===== config.mk =====
export PLATFORM = sky130hd
export DESIGN_NAME = uart_tx_feeder
export DESIGN_NICKNAME = d
export VERILOG_FILES = /design/src/rtl/uart_pkg.sv /design/src/rtl/byte_fifo.sv /design/src/rtl/uart_tx_feeder.sv
export SDC_FILE = /design/constraint.sdc
export NUM_CORES = 1
export LEC_CHECK = 0
export CAP_MARGIN = 5
export CORE_ASPECT_RATIO = 0.6
export CORE_MARGIN = 2
export CORE_UTILIZATION = 38
export CTS_CLUSTER_SIZE = 25
export DETAILED_ROUTE_END_ITERATION = 10
export GPL_TIMING_DRIVEN = 0
export RECOVER_POWER = 25
export SYNTH_ARGS = -nofsm -noshare
export SYNTH_HDL_FRONTEND = slang
export SYNTH_SLANG_ARGS = --single-unit
export TNS_END_PERCENT = 1

===== constraint.sdc =====
create_clock -name clk -period 3.5 [get_ports clk]
set_input_delay 0.525 -clock clk [delete_from_list [all_inputs] [get_ports clk]]
set_output_delay 0.525 -clock clk [all_outputs]
set_load 0.005 [all_outputs]

===== src/rtl/uart_pkg.sv =====
// ---------------------------------------------------------------------------
// uart_pkg
//   Shared types for the UART transmit feeder: the byte type and the
//   feeder FSM state encoding.
// ---------------------------------------------------------------------------
package uart_pkg;

  typedef logic [7:0] byte_t;

  typedef enum logic [1:0] {
    IDLE      = 2'd0,
    LAUNCH    = 2'd1,
    WAIT_RISE = 2'd2,
    WAIT_FALL = 2'd3
  } tx_state_e;

endpackage


===== src/rtl/byte_fifo.sv =====
// ---------------------------------------------------------------------------
// byte_fifo
//   Synchronous byte FIFO with wrapping read/write pointers and an occupancy
//   counter. Storage is not reset; only pointers and count are.
//
//   clk, rst      clock, synchronous active-high reset
//   push_i        write push_data_i (ignored when full)
//   push_data_i   byte to store
//   pop_i         drop the head entry (ignored when empty)
//   head_o        current head entry
//   count_o       entries held, 0..DEPTH
//   full_o        count_o == DEPTH (registered-state only)
// ---------------------------------------------------------------------------
import uart_pkg::*;

module byte_fifo #(
  parameter int DEPTH = 16
) (
  input  logic                     clk,
  input  logic                     rst,
  input  logic                     push_i,
  input  byte_t                    push_data_i,
  input  logic                     pop_i,
  output byte_t                    head_o,
  output logic [$clog2(DEPTH):0]   count_o,
  output logic                     full_o
);

  localparam int AW = $clog2(DEPTH);
  localparam int CW = AW + 1;

  byte_t          mem_q [DEPTH];
  logic [AW-1:0]  wr_q, rd_q;
  logic [CW-1:0]  cnt_q;
  logic           do_push, do_pop;

  assign full_o  = (cnt_q == CW'(DEPTH));
  assign do_push = push_i && !full_o;
  assign do_pop  = pop_i && (cnt_q != '0);
  assign head_o  = mem_q[rd_q];
  assign count_o = cnt_q;

  always_ff @(posedge clk) begin
    if (rst) begin
      wr_q  <= '0;
      rd_q  <= '0;
      cnt_q <= '0;
    end else begin
      if (do_push) wr_q <= wr_q + AW'(1);
      if (do_pop)  rd_q <= rd_q + AW'(1);
      // simultaneous push and pop leaves the count alone
      case ({do_push, do_pop})
        2'b10:   cnt_q <= cnt_q + CW'(1);
        2'b01:   cnt_q <= cnt_q - CW'(1);
        default: cnt_q <= cnt_q;
      endcase
    end
  end

  always_ff @(posedge clk) begin
    if (do_push) mem_q[wr_q] <= push_data_i;
  end

endmodule


===== src/rtl/uart_tx_feeder.sv =====
// ---------------------------------------------------------------------------
// uart_tx_feeder
//   Buffers bytes from a producer and hands them one at a time to a UART
//   transmit model using a start pulse / busy handshake. Keeps a count of
//   completed bytes.
//
//   clk, rst     clock, synchronous active-high reset
//   in_valid     producer offers in_data
//   in_data      producer byte
//   in_ready     a byte can be accepted (FIFO not full)
//   start        one-cycle launch pulse to the transmitter
//   data         launched byte, held until the next launch
//   busy         transmitter busy
//   fifo_count   bytes queued
//   sent_count   completed bytes, wraps mod 2^16
//   idle         FSM idle and FIFO empty
// ---------------------------------------------------------------------------
import uart_pkg::*;

module uart_tx_feeder #(
  parameter int DEPTH     = 16,
  parameter int RISE_WAIT = 4
) (
  input  logic                   clk,
  input  logic                   rst,
  input  logic                   in_valid,
  input  logic [7:0]             in_data,
  output logic                   in_ready,
  output logic                   start,
  output logic [7:0]             data,
  input  logic                   busy,
  output logic [$clog2(DEPTH):0] fifo_count,
  output logic [15:0]            sent_count,
  output logic                   idle
);

  localparam int CW = $clog2(DEPTH) + 1;
  localparam int WW = (RISE_WAIT > 1) ? $clog2(RISE_WAIT) : 1;

  tx_state_e      state_q;
  logic           start_q;
  byte_t          data_q;
  logic [WW-1:0]  wcnt_q;
  logic [15:0]    sent_q, sent_d;

  byte_t          fifo_head;
  logic [CW-1:0]  fifo_cnt;
  logic           fifo_full;
  logic           fifo_push, fifo_pop;

  // Acceptance depends only on the registered count, so a pop on the same
  // edge cannot open a slot for a byte while full.
  assign in_ready  = !fifo_full;
  assign fifo_push = in_valid && in_ready;
  // LAUNCH is only entered with a non-empty FIFO.
  assign fifo_pop  = (state_q == LAUNCH);

  byte_fifo #(.DEPTH(DEPTH)) u_fifo (
    .clk         (clk),
    .rst         (rst),
    .push_i      (fifo_push),
    .push_data_i (in_data),
    .pop_i       (fifo_pop),
    .head_o      (fifo_head),
    .count_o     (fifo_cnt),
    .full_o      (fifo_full)
  );

  // Launch FSM; start and data are registered.
  always_ff @(posedge clk) begin
    if (rst) begin
      state_q <= IDLE;
      start_q <= 1'b0;
      data_q  <= '0;
      wcnt_q  <= '0;
    end else begin
      start_q <= 1'b0;
      case (state_q)
        IDLE: begin
          if ((fifo_cnt != '0) && !busy) state_q <= LAUNCH;
        end
        LAUNCH: begin
          start_q <= 1'b1;
          data_q  <= fifo_head;
          wcnt_q  <= '0;
          state_q <= WAIT_RISE;
        end
        WAIT_RISE: begin
          // a transmitter that never raises busy must not stall the queue
          if (busy || (wcnt_q == WW'(RISE_WAIT - 1))) state_q <= WAIT_FALL;
          else                                        wcnt_q  <= wcnt_q + WW'(1);
        end
        WAIT_FALL: begin
          if (!busy) state_q <= IDLE;
        end
        default: state_q <= IDLE;
      endcase
    end
  end

  // Completion counter, written every cycle from its next-state value.
  always_comb begin
    sent_d = sent_q;
    if ((state_q == WAIT_FALL) && !busy) sent_d = sent_q + 16'd1;
  end

  always_ff @(posedge clk) begin
    if (rst) sent_q <= '0;
    else     sent_q <= sent_d;
  end

  assign start      = start_q;
  assign data       = data_q;
  assign fifo_count = fifo_cnt;
  assign sent_count = sent_q;
  assign idle       = (state_q == IDLE) && (fifo_cnt == '0);

endmodule


==> impl_results.md, run 1 <==
- Synth top area share: about 55%
- Vias in the first global route: 4046
- Die ar.: 0.0196 mm^2
- Most frequent cells in the layout: edfxtp_1, dfxtp_1, nor2_1
- Sw Share: about a quarter
- Worst-margin pin slew: 0.856 ns
- Post-DP HPWL: 11.2 mm
- Lkg Pwr: 2.74 nW
- Drt first-iter violations: approximately 310
- Fillers: 1580
- Post-synth ARST share: 0%
- Critical Path AT: 3.45 ns
- Crit. End Element: flip-flop
- Crit path kind: flip-flop to flip-flop
- Outcome: completed
- Most common cell after layout, fill and taps aside: edfxtp_1
- DRC viols: 0
- Congestion Overflow GR: 0
- Slew headroom: 42.7%
- CP Max Fanout: 9
- Clock sinks: 170
- Ratio of cells with drive above 1 in the final layout: 14.8%
- Synth warn: 0
- Setup violations, final: 0
- Pint: 0.00383 W
- Syn nets: ~500
- Post-synthesis register bit count: 170
- Worst IR drop on VDD: 343 uV
- H-tree lvl count: 4
- Placed Cells: between 700 and 800
- Clk buf depth: 2
- # IOs: 44
- WHS: 0.482 ns
- Avg Cell Area, Syn: roughly 15 um^2
- Unrepaired setup endpoints after global routing: false
- Drt pass-1 iters: 5
- Clk root buf: clkbuf_16
- Gp weighted congestion: 0.796
- Overall Global Routing Usage: 17.0%
- Inserted Clock Buffers: 17
- DR vias: around 4200
- Post-Syn Area: 0.00703 mm^2
- Fin crit share: 87.9%
- Die Width: between 150 and 200 um
- Clock network power share: a little under two fifths
- Cell count after synthesis: between 400 and 500
- Comb pwr share: 17.1%
- EDFF count, synth: between 100 and 150
- Sequential area share after synthesis: 66.6%
- Synth top area cells: edfxtp_1, dfxtp_1, mux4_2, mux2_2, ha_1
- Max Slew Vio Count: 0
- Layout Nets: 562
- Layout area overhead: 19.2%
- Routed vias/inst: approximately 5.3
- Clk_skew: 0.00767 ns
- Startpoint types: flip-flop
- Fmax: between 0.3 and 0.4 GHz
- Hold-fix buffers, CTS: 0
- IO Port Bufs: 43
- Die H: roughly 110 um
- Yosys top cell by area: edfxtp_1
- Pwr/cell area: 613 mW/mm^2
- Sequential share of power: 46.0%
- Largest net degree at the start of global routing: 17
- Post-Route WL: 16.1 mm
- Resize count post-CTS: 0
- Yosys cell types: 51
- Post-CTS setup buffer count: 0
- Final Hold Vio Count: 0
- WL/cell: 20.4 um
- Synth Flop Type: edfxtp_1
- Period minus WS final: just over 3 ns
- Max-cap violations: 0
- Setup_tns: 0 ns
- Worst-path clk slew: 0.06 ns
- CTS tree: done
- Non-filler instance count after layout: 788
- Detail Route Antenna Nets: 0
- Core area: 0.0181 mm^2
- HP Class: flip-flop to flip-flop
- Global-route wire length before repair: around 24 mm
- Initial antenna violation count: 1
- Cell row count: 38
- Skew-Pair Late Insertion Delay: 0.43 ns
- Starting Density: 38.8%
- CP required: approximately 3.9 ns
- Sw power: 0.00131 W
- Tot Pwr: 0.00513 W
## logic make-up after synthesis
family | Yosys count | synth area share, %
adders and majority gates | 16 | 2.85
AOI/OAI and AO/OA | 68 | 7.17
and+or+nand+nor | 109 | 8.01
muxes | 53 | 10.8
buffers and inverters | 35 | 2.14
xor gates and xnor gates | 19 | 2.37
DFF | 170 | 66.6
## per-layer routing
| metal | GRT usage, % | routed length (um) |
|---|---|---|
| met1 | 26.0 | 8420 |
| met2 | 23.4 | 6570 |
| met3 | 4.24 | 888 |
| met4 | 6.10 | 184 |
| met5 | 0 | 0 |
## area by class of cell
| class | count | area (um^2) | share of cell area (%) |
|---|---|---|---|
| inverters | 13 | 48.8 | 0.582 |
| diodes | 1 | 2.50 | 0.0299 |
| repair buffers | 45 | 445 | 5.32 |
| flip-flops and latches | 170 | 4680 | 55.9 |
| well taps | 240 | 300 | 3.58 |
| clock buffers | 23 | 468 | 5.59 |
| clock inverters | 9 | 123 | 1.46 |
| multi-input cells | 265 | 2200 | 26.3 |
| plain buffers | 22 | 101 | 1.21 |
## sequential cells by signal (all words and copies together), names as in the netlist
name / flops
u_fifo.mem_q: 128
state_q: 2
wcnt_q: 2
u_fifo.count_o: 5
u_fifo.wr_q: 4
u_fifo.rd_q: 4
sent_count: 16
start: 1
data: 8
## stage by stage
step                cell area (um^2)  setup WS, ns  util, %
floorplan                       7030         0.761        -
global placement                7760         0.197     42.8
detailed placement              7760         0.105     42.8
CTS                             8350         0.392     46.1
global route                    8380         0.207     46.2
finish                          8380         0.422     46.2
## cells in the mapped netlist (2+ instances only)
| cell | n |
|---|---|
| edfxtp_1 | 128 |
| dfxtp_1 | 42 |
| nor2_1 | 40 |
| mux2_2 | 24 |
| ha_1 | 16 |
| mux4_2 | 16 |
| nand2_1 | 15 |
| xor2_1 | 15 |
| inv_1 | 13 |
| mux2i_1 | 13 |
| a21oi_1 | 12 |
| nor2b_1 | 11 |
| a2111oi_0 | 9 |
| a211oi_1 | 8 |
| a221o_1 | 8 |
| buf_1 | 8 |
| clkbuf_1 | 8 |
| o22ai_1 | 8 |
| nor3_1 | 7 |
| nand3_1 | 6 |
| nand2b_1 | 5 |
| nand4_1 | 4 |
| o21ai_0 | 4 |
| o31ai_1 | 4 |
| or4_1 | 4 |
| xnor2_1 | 4 |
| a211o_1 | 3 |
| buf_2 | 3 |
| o211ai_1 | 3 |
| and2_1 | 2 |
| and3_1 | 2 |
| and4b_1 | 2 |
| buf_4 | 2 |
| nor3b_1 | 2 |
| nor4_1 | 2 |
| or3_1 | 2 |
## power by group through the flow
stage                     sequential [W]  combinational (W)  clock (W)
after floorplan                  0.00238           0.000534          0
after global placement           0.00240           0.000833          0
after detailed placement         0.00241           0.000860          0
after CTS                        0.00236           0.000865    0.00193
after global routing             0.00237           0.000951    0.00200
final                            0.00236           0.000876    0.00190
## final timing paths
check,to,slack [ns],cells after the start,from
max,u_fifo.count_o[4],0.42,10,u_fifo.count_o[2]
min reg2reg,sent_count[15],0.48,2,sent_count[15]
min,sent_count[15],0.48,2,sent_count[15]
max reg2reg,u_fifo.count_o[4],0.42,10,u_fifo.count_o[2]
## worst max-delay path, stage by stage (launching register included)
cell      delay [ns]
dfxtp_1         0.31
clkbuf_1        0.20
nor4_1          0.54
a21boi_1        0.31
inv_1           0.16
ha_1            0.35
ha_1            0.26
or4b_2          0.60
a21oi_1         0.14
a31oi_1         0.06
nand3_1         0.10
Power figures use the tool's default switching activity.
==> run 2, diff against run 1 <==
==> constraint.sdc (replaced) <==
create_clock -name clk -period 2.95 [get_ports clk]
set_input_delay 0.4425 -clock clk [delete_from_list [all_inputs] [get_ports clk]]
set_output_delay 0.4425 -clock clk [all_outputs]
set_load 0.005 [all_outputs]
==> impl_results.md, run 2 (same netlist as run 1, synthesis figures left out) <==
- Unrepaired setup endpoints after global routing: false
- Setup violations, final: 0
- PnR worst setup slack: 0.185 ns
- Crit path kind: flip-flop to flip-flop
- Resize count post-CTS: 5
- H-tree lvl count: 4
- IO Port Bufs: 43
- Biggest register: u_fifo.mem_q
- Startpoint types: flip-flop
- Number of diodes: 0
- Max stage delay on crit path: 0.66 ns
- Slew headroom: 40.8%
- Placed Cells: 753
- Post-CTS setup buffer count: 0
- Pint: 0.00454 W
- Crit path cell chain: or4_4, o21ai_4, inv_1, ha_1, clkbuf_2, or4b_2, a21oi_1, a31oi_1, nand3_1
- Die ar.: 0.0196 mm^2
- CTS tree: done
- Inserted Clock Buffers: 17
- Most frequent cells in the layout: edfxtp_1, dfxtp_1, nor2_1
- Starting Density: 38.8%
- Post-DP HPWL: 11.2 mm
- Hold-fix buffers, CTS: 0
- Lkg Pwr: 2.74 nW
- Critical path buffers and inverters: 2
- Worst hold path startpoint: sent_count[15]
- Min-Delay Path Depth: 2
- Congestion Overflow GR: 0
- Vias in the first global route: 4046
- Global-route wire length before repair: about 24 mm
- Worst-margin pin slew: just under 0.9 ns
- Pwr/cell area: 727 mW/mm^2
- # IOs: 44
- DR vias: between 4000 and 5000
- Outcome: completed
- Fmax: 0.362 GHz
- Worst-case reg-to-reg path depth: 9
- Clk buf depth: 2
- Max-cap violations: 0
- DRC viols: 0
- Layout area overhead: 19.3%
- Worst-path clk slew: 0.06 ns
- Critical path's slowest cell: or4b_2
- Drt first-iter violations: 277
- Cell row count: 38
- Most common cell after layout, fill and taps aside: edfxtp_1
- Initial antenna violation count: 1
- Routed vias/inst: roughly 5.3
- Clock network power share: 36.8%
- Final Hold Vio Count: 0
- Die H: between 100 and 150 um
- Clock sinks: 170
- Core area: 0.0181 mm^2
- Clk_skew: 0.00623 ns
- CP Launch Point: u_fifo.count_o[2]
- Detail Route Antenna Nets: 0
- Fin util: 46.3%
- Sw Share: 25.4%
- CP required: about 3.3 ns
- Clk root buf: clkbuf_16
- Comb pwr share: between 10% and 20%
- Largest register FFs: 128
- Layout Nets: ~560
- Ratio of cells with drive above 1 in the final layout: 15.7%
- Fin crit share: 93.7%
- Setup_tns: 0 ns
- Worst reg2reg setup slack: 0.18 ns
- Max Slew Vio Count: 0
- WL/cell: about 20 um
- Skew-Pair Late Insertion Delay: 0.43 ns
- HP Class: flip-flop to flip-flop
- Sequential share of power: 46.3%
- Non-filler instance count after layout: 783
- Largest net degree at the start of global routing: 17
- Die Width: 180 um
- Post-Route WL: roughly 16 mm
- Period minus WS final: 2.77 ns
- Worst IR drop on VDD: 404 uV
- CP Max Fanout: 10
- Gp weighted congestion: ~0.80
- R2R Path Start: u_fifo.count_o[2]
- Tot Pwr: approximately 0.0061 W
- Top delay family on crit path: simple AND/OR/NAND/NOR gates
- Critical Path AT: 3.13 ns
- Drt pass-1 iters: 5
- Overall Global Routing Usage: 17.1%
- Worst min-delay path endpoint: sent_count[15]
- Sw power: ~0.0015 W
- DP Worst Slack: -0.363 ns
- Crit. End Element: flip-flop
- Worst R2R End: u_fifo.count_o[4]
==> run 2: cell count changes in the layout (fill, tap and decap cells not counted), sizes merged <==
cell	before	now
clkbuf	32	29
buf	15	14
diode	1	0
==> run 2: power groups by stage <==
stage	clock, W	combinational (W)	sequential, W
final	0.00224	0.00103	0.00282
after global routing	0.00237	0.00112	0.00284
after CTS	0.00229	0.00104	0.00280
after detailed placement	0	0.00102	0.00285
after global placement	0	0.000989	0.00285
after floorplan	0	0.000633	0.00283
==> run 2: tightest hold or removal path: cells and delay by family (launching register included) <==
kind | cells | cell delay [ns]
flops | 1 | 0.32
compound gates | 2 | 0.11
==> run 2: final cells by class <==
class	instances	area (um^2)
plain buffers	20	95.1
clock buffers	23	468
clock inverters	9	123
fillers	1577	9730
inverters	13	48.8
multi-input cells	265	2230
flip-flops and latches	170	4690
well taps	240	300
repair buffers	43	430
==> run 2: layer usage <==
metal  global-route usage (%)  vias up  share of wire, %
met5                        0        -                 0
met4                     6.10        0               1.4
met3                     4.24       19               6.8
met2                     23.4       84                41
met1                     26.0     2069                51
li1                         -     1939                 -
==> run 2: how the worst max path moves through the flow <==
stage          slack (ns)                  to  cells after the start
2_1_floorplan        0.21   u_fifo.count_o[4]                     10
3_3_place_gp        -0.27  u_fifo.mem_q[1][5]                      4
3_5_place_dp        -0.36  u_fifo.mem_q[1][5]                      4
4_1_cts              0.02   u_fifo.count_o[4]                     10
5_1_grt              0.04   u_fifo.count_o[4]                      9
6_report             0.18   u_fifo.count_o[4]                      9
==> run 2: through the flow <==
step,cell area (um^2),hold slack [ns]
after floorplan,7030,0.468
after global placement,7760,0.466
after detailed placement,7760,0.476
after CTS,8370,0.485
after global routing,8380,0.513
final,8380,0.482
==> run 3, diff against run 2 <==
--- a/config.mk
+++ b/config.mk
@@ -11,7 +11,6 @@
 export CORE_UTILIZATION = 38
 export CTS_CLUSTER_SIZE = 25
 export DETAILED_ROUTE_END_ITERATION = 10
-export GPL_TIMING_DRIVEN = 0
 export RECOVER_POWER = 25
 export SYNTH_ARGS = -nofsm -noshare
 export SYNTH_HDL_FRONTEND = slang
==> impl_results.md, run 3 (same netlist as run 1, synthesis figures left out) <==
- H-tree lvl count: 4
- Clock sinks: between 150 and 200
- Lkg Pwr: between 2 and 3 nW
- Largest register FFs: ~130
- # IOs: 44
- Overall Global Routing Usage: ~16%
- Max Slew Vio Count: 0
- Crit path cell chain: buf_4, nor4_1, buf_4, nand3_1, inv_1, clkdlybuf4s50_1
- Starting Density: a little under 40%
- Layout Nets: 565
- CP required: 2.51 ns
- Post-route cell area: approximately 0.0085 mm^2
- Resize count post-CTS: 0
- Most common cell on crit path: buf_4
- Biggest register: u_fifo.mem_q
- Worst IR drop on VDD: 430 uV
- Fmax: 0.366 GHz
- Die H: 109 um
- Clk_skew: 0.0143 ns
- Max-cap violations: 0
- Global-route wire length before repair: 23.6 mm
- Worst-path clk slew: approximately 0.070 ns
- Drt pass-1 iters: 4
- Clk root buf: clkbuf_16
- Slew headroom: roughly 41%
- Detail Route Antenna Nets: 0
- DRC viols: 0
- Die ar.: 0.0196 mm^2
- Fin crit share: slightly above 90%
- Most frequent cells in the layout: edfxtp_1, dfxtp_1, nor2_1
- Ratio of cells with drive above 1 in the final layout: between 10% and 20%
- Setup_tns: 0 ns
- Critical path's slowest cell: clkdlybuf4s50_1
- Layout area overhead: 20.4%
- Reg area: 0.00469 mm^2
- Initial antenna violation count: 0
- CTS tree: done
- IO Port Bufs: between 40 and 50
- Largest net degree at the start of global routing: 39
- Hold-fix buffers, CTS: 0
- Vias in the first global route: 4206
- Post-Route WL: 15.0 mm
- Drt first-iter violations: ~270
- Crit path kind: flip-flop to primary output
- Most common cell after layout, fill and taps aside: edfxtp_1
- Cell row count: 38
- Inserted Clock Buffers: 17
- Pwr/cell area: 715 mW/mm^2
- WL/cell: approximately 19 um
- DR vias: 4130
- HP Class: flip-flop to flip-flop
- CP Max Fanout: 9
- Dpl cell area: 0.00789 mm^2
- R2R Path Start: u_fifo.count_o[3]
- Unrepaired setup endpoints after global routing: false
- Crit. End Element: primary output
- CP Launch Point: u_fifo.count_o[2]
- Gp weighted congestion: 0.738
- Outcome: completed
- Startpoint types: flip-flop
- Routed vias/inst: 5.23
- Max stage delay on crit path: 0.50 ns
- Area of the multi-input gates: about 0.0022 mm^2
- Setup violations, final: 0
- Critical Path AT: 2.29 ns
- Clk buf depth: 2
- Core area: 0.0181 mm^2
- Skew-Pair Late Insertion Delay: roughly 0.42 ns
- Worst-margin pin slew: 0.877 ns
- Post-CTS setup buffer count: 0
- Post-DP HPWL: about 10 mm
- Number of diodes: 0
- Final Hold Vio Count: 0
- Worst hold path startpoint: sent_count[15]
- Die Width: 180 um
- Period minus WS final: about 2.7 ns
- Fillers: 1550
- Congestion Overflow GR: 0
run 3: changes by cell type in the layout (fill, tap and decap cells not counted), moves of 2 or more:
cell,change
buf_4,+23
buf_1,-8
clkbuf_1,-8
nor3_1,+4
nor3_2,-4
buf_2,-3
clkinv_4,+3
buf_12,+2
clkbuf_8,-2
inv_6,+2
run 3: critical path, delay by kind of cell (launching register included):
kind | cells | cell delay [ns]
buf+inv | 4 | 0.98
flops | 1 | 0.33
simple gates | 2 | 0.57
run 3: area by class of cell:
type                            count  area share [%]
Sequential cell                   170            55.4
Multi-Input combinational cell    265            25.9
Timing Repair Buffer               70            7.78
Clock buffer                       18            5.07
Tap cell                          240            3.55
Clock inverter                     14            1.73
Inverter                           13           0.577
run 3: final timing paths:
kind         slack (ns)           endpoint  depth (start not counted)
min                0.49     sent_count[15]                          2
max reg2reg        0.24  u_fifo.count_o[4]                          9
min reg2reg        0.49     sent_count[15]                          2
max                0.22               idle                          6
run 3: metal layers:
metal / global-route usage (%) / vias up / share of wire, %
met3: 4.44 / 4 / 7.0
met4: 5.28 / 0 / 0.43
met1: 23.8 / 2078 / 50
met2: 22.9 / 102 / 42
li1: - / 1946 / -
met5: 0 / - / 0
run 3: per-stage QoR:
| stage | hold slack [ns] | util (%) | total power, W | instances | worst slack, ns |
|---|---|---|---|---|---|
| floorplan | 0.468 | - | 0.00346 | 470 | 0.211 |
| global placement | 0.465 | 43.5 | 0.00389 | 758 | 0.294 |
| detailed placement | 0.475 | 43.5 | 0.00392 | 758 | 0.253 |
| CTS | 0.489 | 46.7 | 0.00610 | 790 | 0.204 |
| global route | 0.509 | 46.7 | 0.00632 | 790 | 0.00404 |
| finish | 0.486 | 46.7 | 0.00605 | 790 | 0.217 |
run 3: report_power, final:
part / internal [W] / switching, W
clock network: 0.00125 / 0.000928
registers: 0.00271 / 0.000130
logic: 0.000498 / 0.000534
total: 0.00446 / 0.00159
